### src/rtl/adder_pkg.sv
// adder_pkg: shared opcode encodings for the pipelined adder
package adder_pkg;
  localparam logic OP_ADD = 1'b0;
  localparam logic OP_SUB = 1'b1;
endpackage

### src/rtl/adder_slice.sv
// adder_slice: combinational S-bit adder slice with carry and MSB overflow
module adder_slice #(
  parameter int S = 8
) (
  input  logic [S-1:0] a,
  input  logic [S-1:0] b,
  input  logic         ci,
  output logic [S-1:0] sum,
  output logic         co,
  output logic         ovf
);
  assign {co, sum} = {1'b0, a} + {1'b0, b} + {{S{1'b0}}, ci};
  assign ovf = (a[S-1] == b[S-1]) && (sum[S-1] != a[S-1]);
endmodule

### src/rtl/pipe_adder.sv
// pipe_adder: STAGES-deep carry-chained adder/subtractor with valid/ready and flush
module pipe_adder
  import adder_pkg::*;
#(
  parameter int WIDTH  = 32,
  parameter int STAGES = 4,
  parameter int TAG_W  = 5
) (
  input  logic             clk_i,
  input  logic             rst_i,
  input  logic             valid_i,
  output logic             ready_o,
  input  logic             op_i,
  input  logic [WIDTH-1:0] src1_i,
  input  logic [WIDTH-1:0] src2_i,
  input  logic [TAG_W-1:0] tag_i,
  input  logic             flush_i,
  output logic             valid_o,
  input  logic             ready_i,
  output logic [WIDTH-1:0] sum_o,
  output logic             carry_o,
  output logic             overflow_o,
  output logic [TAG_W-1:0] tag_o
);
  localparam int S = WIDTH / STAGES;
  localparam int L = STAGES - 1;
  if (WIDTH % STAGES != 0) begin : g_bad_width
    $error("pipe_adder: WIDTH must be divisible by STAGES");
  end
  logic                          en;
  logic [WIDTH-1:0]              b0;
  logic [STAGES-1:0][WIDTH-1:0]  a_n, b_n, s_n, a_q, b_q, s_q;
  logic [STAGES-1:0][TAG_W-1:0]  t_n, t_q;
  logic [STAGES-1:0]             c_n, o_n, v_n, c_q, o_q, v_q;
  assign en      = !valid_o || ready_i;
  assign ready_o = en;
  assign b0      = (op_i == OP_SUB) ? ~src2_i : src2_i;
  for (genvar k = 0; k < STAGES; k++) begin : g_stage
    logic [WIDTH-1:0] ai, bi, si;
    logic             ci;
    if (k == 0) begin : g_first
      assign ai     = src1_i;
      assign bi     = b0;
      assign si     = '0;
      assign ci     = (op_i == OP_SUB);
      assign t_n[k] = tag_i;
      assign v_n[k] = valid_i;
    end else begin : g_next
      assign ai     = a_q[k-1];
      assign bi     = b_q[k-1];
      assign si     = s_q[k-1];
      assign ci     = c_q[k-1];
      assign t_n[k] = t_q[k-1];
      assign v_n[k] = v_q[k-1];
    end
    adder_slice #(.S(S)) u_slice (
      .a   (ai[k*S +: S]),
      .b   (bi[k*S +: S]),
      .ci  (ci),
      .sum (s_n[k][k*S +: S]),
      .co  (c_n[k]),
      .ovf (o_n[k])
    );
    // finished low slices ride along de-skewed; unfinished high bits stay zero
    if (k > 0) begin : g_low
      assign s_n[k][k*S-1:0] = si[k*S-1:0];
    end
    if (k < L) begin : g_high
      assign s_n[k][WIDTH-1:(k+1)*S] = '0;
    end
    assign a_n[k] = ai;
    assign b_n[k] = bi;
  end
  always_ff @(posedge clk_i or posedge rst_i) begin
    if (rst_i) begin
      a_q <= '0;
      b_q <= '0;
      s_q <= '0;
      c_q <= '0;
      o_q <= '0;
      t_q <= '0;
      v_q <= '0;
    end else begin
      if (en) begin
        a_q <= a_n;
        b_q <= b_n;
        s_q <= s_n;
        c_q <= c_n;
        o_q <= o_n;
        t_q <= t_n;
        v_q <= v_n;
      end
      if (flush_i) v_q <= '0;
    end
  end
  assign valid_o    = v_q[L];
  assign sum_o      = s_q[L];
  assign carry_o    = c_q[L];
  assign overflow_o = o_q[L];
  assign tag_o      = t_q[L];
endmodule

### config.mk
export PLATFORM = sky130hd
export DESIGN_NAME = pipe_adder
export DESIGN_NICKNAME = d
export VERILOG_FILES = /design/src/rtl/adder_pkg.sv /design/src/rtl/adder_slice.sv /design/src/rtl/pipe_adder.sv
export SDC_FILE = /design/constraint.sdc
export NUM_CORES = 1
export LEC_CHECK = 0
export ABC_AREA = 1
export BUFFER_PORTS_ARGS = -buffer_cell sky130_fd_sc_hd__buf_2
export CAP_MARGIN = 20
export CORE_UTILIZATION = 50
export DETAILED_ROUTE_END_ITERATION = 10
export PLACE_DENSITY = 0.69
export SLEW_MARGIN = 20
export SYNTH_ARGS = -nofsm -noshare
export SYNTH_HDL_FRONTEND = slang
export SYNTH_SLANG_ARGS = --single-unit
### constraint.sdc
create_clock -name clk_i -period 11.5 [get_ports clk_i]
set_input_delay 1.15 -clock clk_i [delete_from_list [all_inputs] [get_ports clk_i]]
set_output_delay 1.15 -clock clk_i [all_outputs]
set_load 0.01 [all_outputs]
Word-level counts from Yosys, hierarchy flattened
Index checks and enable logic that the tools add are counted.
{ "word_totals": {"register_bits": 304, "memories": 0, "latchBits": 0, "ram_bits": 0, "romBits": 0, "word_cells": 44} }
{ "op_classes": {"n_eq_ne": 8, "n_div": 0, "reduce_logical": 7, "muxes": 3, "bitwise": 1, "multipliers": 0, "add_sub_neg": 8, "shifts": 0, "magnitude_cmp": 0} }
{ "op_table": {"columns": ["operator", "count"], "rows": [
  ["$add 8x8->9", 4],
  ["$add 9x1->9", 4],
  ["$mux 32", 1],
  ["$not 32->32", 1],
  ["$mux 4", 2],
  ["$eq 1x1->1", 4],
  ["$logic_and 1x1->1", 4],
  ["$ne 1x1->1", 4],
  ["$reduce_bool 2->1", 1],
  ["$logic_not 1->1", 1],
  ["$logic_or 1x1->1", 1]
]} }

Depth between registers and ports, before layout
{ "depth": {"depth_word": 6, "ltp_mapped": 14, "mapped_depth_nobuf": 12} }

Cells and area by module
A second synthesis with hierarchy kept.
{ "unflattened": {"hier_cells": 1146, "hier_area_um2": 9624.2} }
{ "by_module_without_submodules": {"columns": ["mod", "instances", "area_per_inst_um2", "cells_each"], "rows": [
  ["pipe_adder", 1, 8100.3, 916],
  ["adder_slice (g_stage[1].u_slice ...)", 3, 386.6, 58],
  ["adder_slice (g_stage[0].u_slice)", 1, 364.1, 56]
]} }

Least setup slack after synthesis
OpenSTA, ideal clock, no wires.
{ "synth_timing": {"kind": "in2out", "startpoint": "input port ready_i", "endpoint": "output port ready_o", "path_slack_ns": 8.726, "stages": 4, "path_buffers": 2, "arrival_ns": 1.624, "path_cell_list": "nor2_4 > inv_2 > buf_6 > buf_6"} }
{ "synth_via": {"elab_chain_len": 1} }
{ "synth_lines": {"columns": ["item", "line_no", "source"], "rows": [
  ["start: declaration", "pipe_adder.sv:19", "input logic ready_i,"],
  ["$logic_or 1x1->1", "pipe_adder.sv:35", "assign en = !valid_o || ready_i;"],
  ["end: declaration", "pipe_adder.sv:12", "output logic ready_o,"]
]} }
Every way passes these cells.

Worst setup path after layout
Same ends and word-level chain as after synthesis.

==> flow_metrics.tcl <==
set metrics [dict create \
    worst-path-max-fanout 241 \
    synthCells 1038 \
    global_route_wire_length_before_repair_mm 29.5 \
    die_h_um 138 \
    cts.sinks 205 \
    remaining_overflow_grt 0 \
    postSynthNetCount 1148 \
    critical_path.endpoint_type "output pin" \
    synth_top_cells_by_area "sky130_fd_sc_hd__dfrtp_1, sky130_fd_sc_hd__nand2_1, sky130_fd_sc_hd__o21ai_0" \
    detailedRoute.firstPassIterationCount 5 \
    routed_wirelength_mm 17.3 \
    clock_slew_at_the_register_clock_pins_of_the_worst_setup_and_hold_paths_ns 0.06 \
    ctsResizeCount 0 \
    ff2ff_path_depth 7 \
    timing.max_cap.violations 0 \
    root_buffer_cell "sky130_fd_sc_hd__clkbuf_16" \
    worstSetupPathType "primary input to output pin" \
    cts-buffers-inserted 22 \
    viasPerCell 4.86 \
    synth_compound_area_frac 0.0884 \
    layout-drive-gt1-share 0.135 \
    floorplan.die_area_mm2 0.0190 \
    yosys.area_share.adder 0.0531 \
    timing.critical_path.arrival_ns 2.73 \
    post_cts.repair.setup_buffers 0 \
    result_of_the_run "complete, no violations" \
    timing_worst_slew_pin_value_ns 1.04 \
    dpl_cell_area_mm2 0.00988 \
    dieWidth_um 138 \
    final.setup.tns_ns 0 \
    post_synth_instance_area_mm2 0.00923 \
    hold_path_class "flop to flop" \
    timing.max_slew.rel_slack 0.305 \
    worst_clock_skew_ns 0.0101 \
    yosys.cell_types.count 28 \
    grt_pass1_vias 6247 \
    critPathRequiredTime_ns 10.35 \
    drcViolationCount 0 \
    grt_use_total 0.192 \
    layout.filler_cells 1643 \
    place.port_buffers 115 \
    cts_buffer_depth 3 \
    synth_simple_gate_area_share 0.206 \
    area.growth.synth_to_final_pct 14.2 \
    startpoint_type "primary input" \
    max-vdd-ir-drop_v 0.0000955 \
    grt-busiest-layer "met2" \
    powerDensity_mw_per_mm2 181 \
    period_share 0.337 \
    floorplan.io_pins 116 \
    top_library_cells_by_usage_in_the_layout_fill_and_taps_aside "sky130_fd_sc_hd__nand2_1, sky130_fd_sc_hd__dfrtp_1, sky130_fd_sc_hd__buf_2" \
    finalWeightedCongestion 0.782 \
    max_freq_ghz 0.258 \
    core-area_mm2 0.0180 \
    detailroute.via_count 6676 \
    synthXorXnorAreaFrac 0.0379 \
    iteration_0_drc_markers 434 \
    use_met1 0.289 \
    grt_antenna_before_repair 0 \
    cts.htree.levels 1 \
    layout.cells.most_common "sky130_fd_sc_hd__nand2_1" \
    post-synth-top-area-cell "sky130_fd_sc_hd__dfrtp_1" \
    finish.net_count 1242 \
    grt.met2_usage 0.290 \
    min_path_cells 2 \
    synth_top_family_by_area "simple AND/OR/NAND/NOR gates" \
    yosys_warnings 0 \
    antenna_cells 0 \
    period_needed_ns 3.88 \
    yosys.area.top_type_share 0.556 \
    antenna_violation_net_count_after_detailed_routing 0 \
    stdcell_area_mm2 0.0105 \
    synth-seq-cells 205 \
    synth.avg_cell_area_um2 8.89 \
    cts_hold_buf 0 \
    timing.final.max_slew_violations 0 \
    clock_insertion_delay_worst_skew_ns 0.49 \
    grt_use_met3 0.0289 \
    synth_mux_area_frac 0 \
    cts_tree "done" \
    power.leakage_nw 5.30 \
    sequential_to_total_area_share_from_yosys_stat 0.556 \
    grt_setup_unrepaired "no" \
    maximum_number_of_pins_on_one_net_before_global_route_repair 242 \
    finalSetupViolCount 0 \
    route.detailed.wl_per_inst_um 12.6 \
    initial_core_util 0.512 \
    hold_violations 0 \
    place.detailed.hpwl_mm 11.0 \
    cell_rows 49 \
]
==> stage by stage <==
stage / utilization / setup slack [ns] / hold WS, ns / power [W] / std cells
4_1_cts: 0.585 / 7.54 / 0.470 / 0.00193 / 1373
5_1_grt: 0.585 / 7.38 / 0.488 / 0.00202 / 1373
3_5_place_dp: 0.548 / 7.54 / 0.455 / 0.00128 / 1337
6_report: 0.585 / 7.62 / 0.463 / 0.00190 / 1373
3_3_place_gp: 0.548 / 7.53 / 0.450 / 0.00126 / 1337
2_1_floorplan: - / 4.75 / 0.442 / 0.00115 / 1038
==> worst max-delay path: stages <==
cell	delay [ns]
sky130_fd_sc_hd__buf_2	0.11
sky130_fd_sc_hd__nor2_4	0.12
sky130_fd_sc_hd__buf_12	0.59
sky130_fd_sc_hd__inv_4	0.44
sky130_fd_sc_hd__buf_2	0.27
==> routing by layer <==
layer / vias up / share of wire
met5: - / 0
met1: 3046 / 0.51
met3: 22 / 0.044
met2: 124 / 0.43
met4: 0 / 0.016
li1: 3484 / -
==> cells by family (layout without fill, tap and decap cells) <==
group           Yosys count  in the layout
flops                   205            205
simple gates            475            475
compound gates          158            158
fa+ha+maj                35             35
buf+inv                 125            231
xor+xnor                 40             40
==> worst paths after layout <==
check                                        from                end  slack [ns]
min in group asynchronous                   rst_i  g_stage[2].ai[20]        0.77
worst min register to register  g_stage[2].ai[28]  g_stage[3].ai[28]        0.46
worst max-delay path                      ready_i            ready_o        7.62
worst max register to register             v_q[3]  g_stage[3].si[23]        8.81
worst min-delay path            g_stage[2].ai[28]  g_stage[3].ai[28]        0.46
max in group asynchronous                   rst_i   g_stage[1].si[2]        9.25
==> Yosys cell counts (all sizes together) <==
cell,count
nand2,402
dfrtp,205
o21ai,130
inv,77
buf,38
xnor2,34
nand3,32
ha,28
a21oi,20
nor2,16
nand4,13
clkbuf,10
fa,7
nand3b,7
xor2,6
or2,5
a21o,3
a31oi,2
o21a,2
o31ai,1
==> sequential cells by signal, indices dropped and copies added, names as in the netlist <==
signal,cells
g_stage.ai,48
g_stage.si,48
c_q,4
sum_o,32
v_q,4
tag_o,5
o_q,1
g_stage.bi,48
t_n,15
==> final cells by class <==
cell class                 count  area, µm²  share of cell area
multi-input combinational    708       3560               0.337
clock inverter                 2       13.8             0.00131
tap                          229        287              0.0272
clock buffer                  34        647              0.0613
timing repair buffer         118        611              0.0579
sequential                   205       5130               0.486
inverter                      77        299              0.0284
==> where the power goes <==
| group | leakage (nW) | total, W | internal (W) | switching [W] |
|---|---|---|---|---|
| Sequential | 2.40 | 0.000916 | 0.000850 | 0.0000666 |
| Clock | 0.322 | 0.000645 | 0.000384 | 0.000261 |
| Combinational | 2.58 | 0.000342 | 0.000141 | 0.000201 |
| Total | 5.30 | 0.00190 | 0.00137 | 0.000529 |
Power figures use the tool's default switching activity.
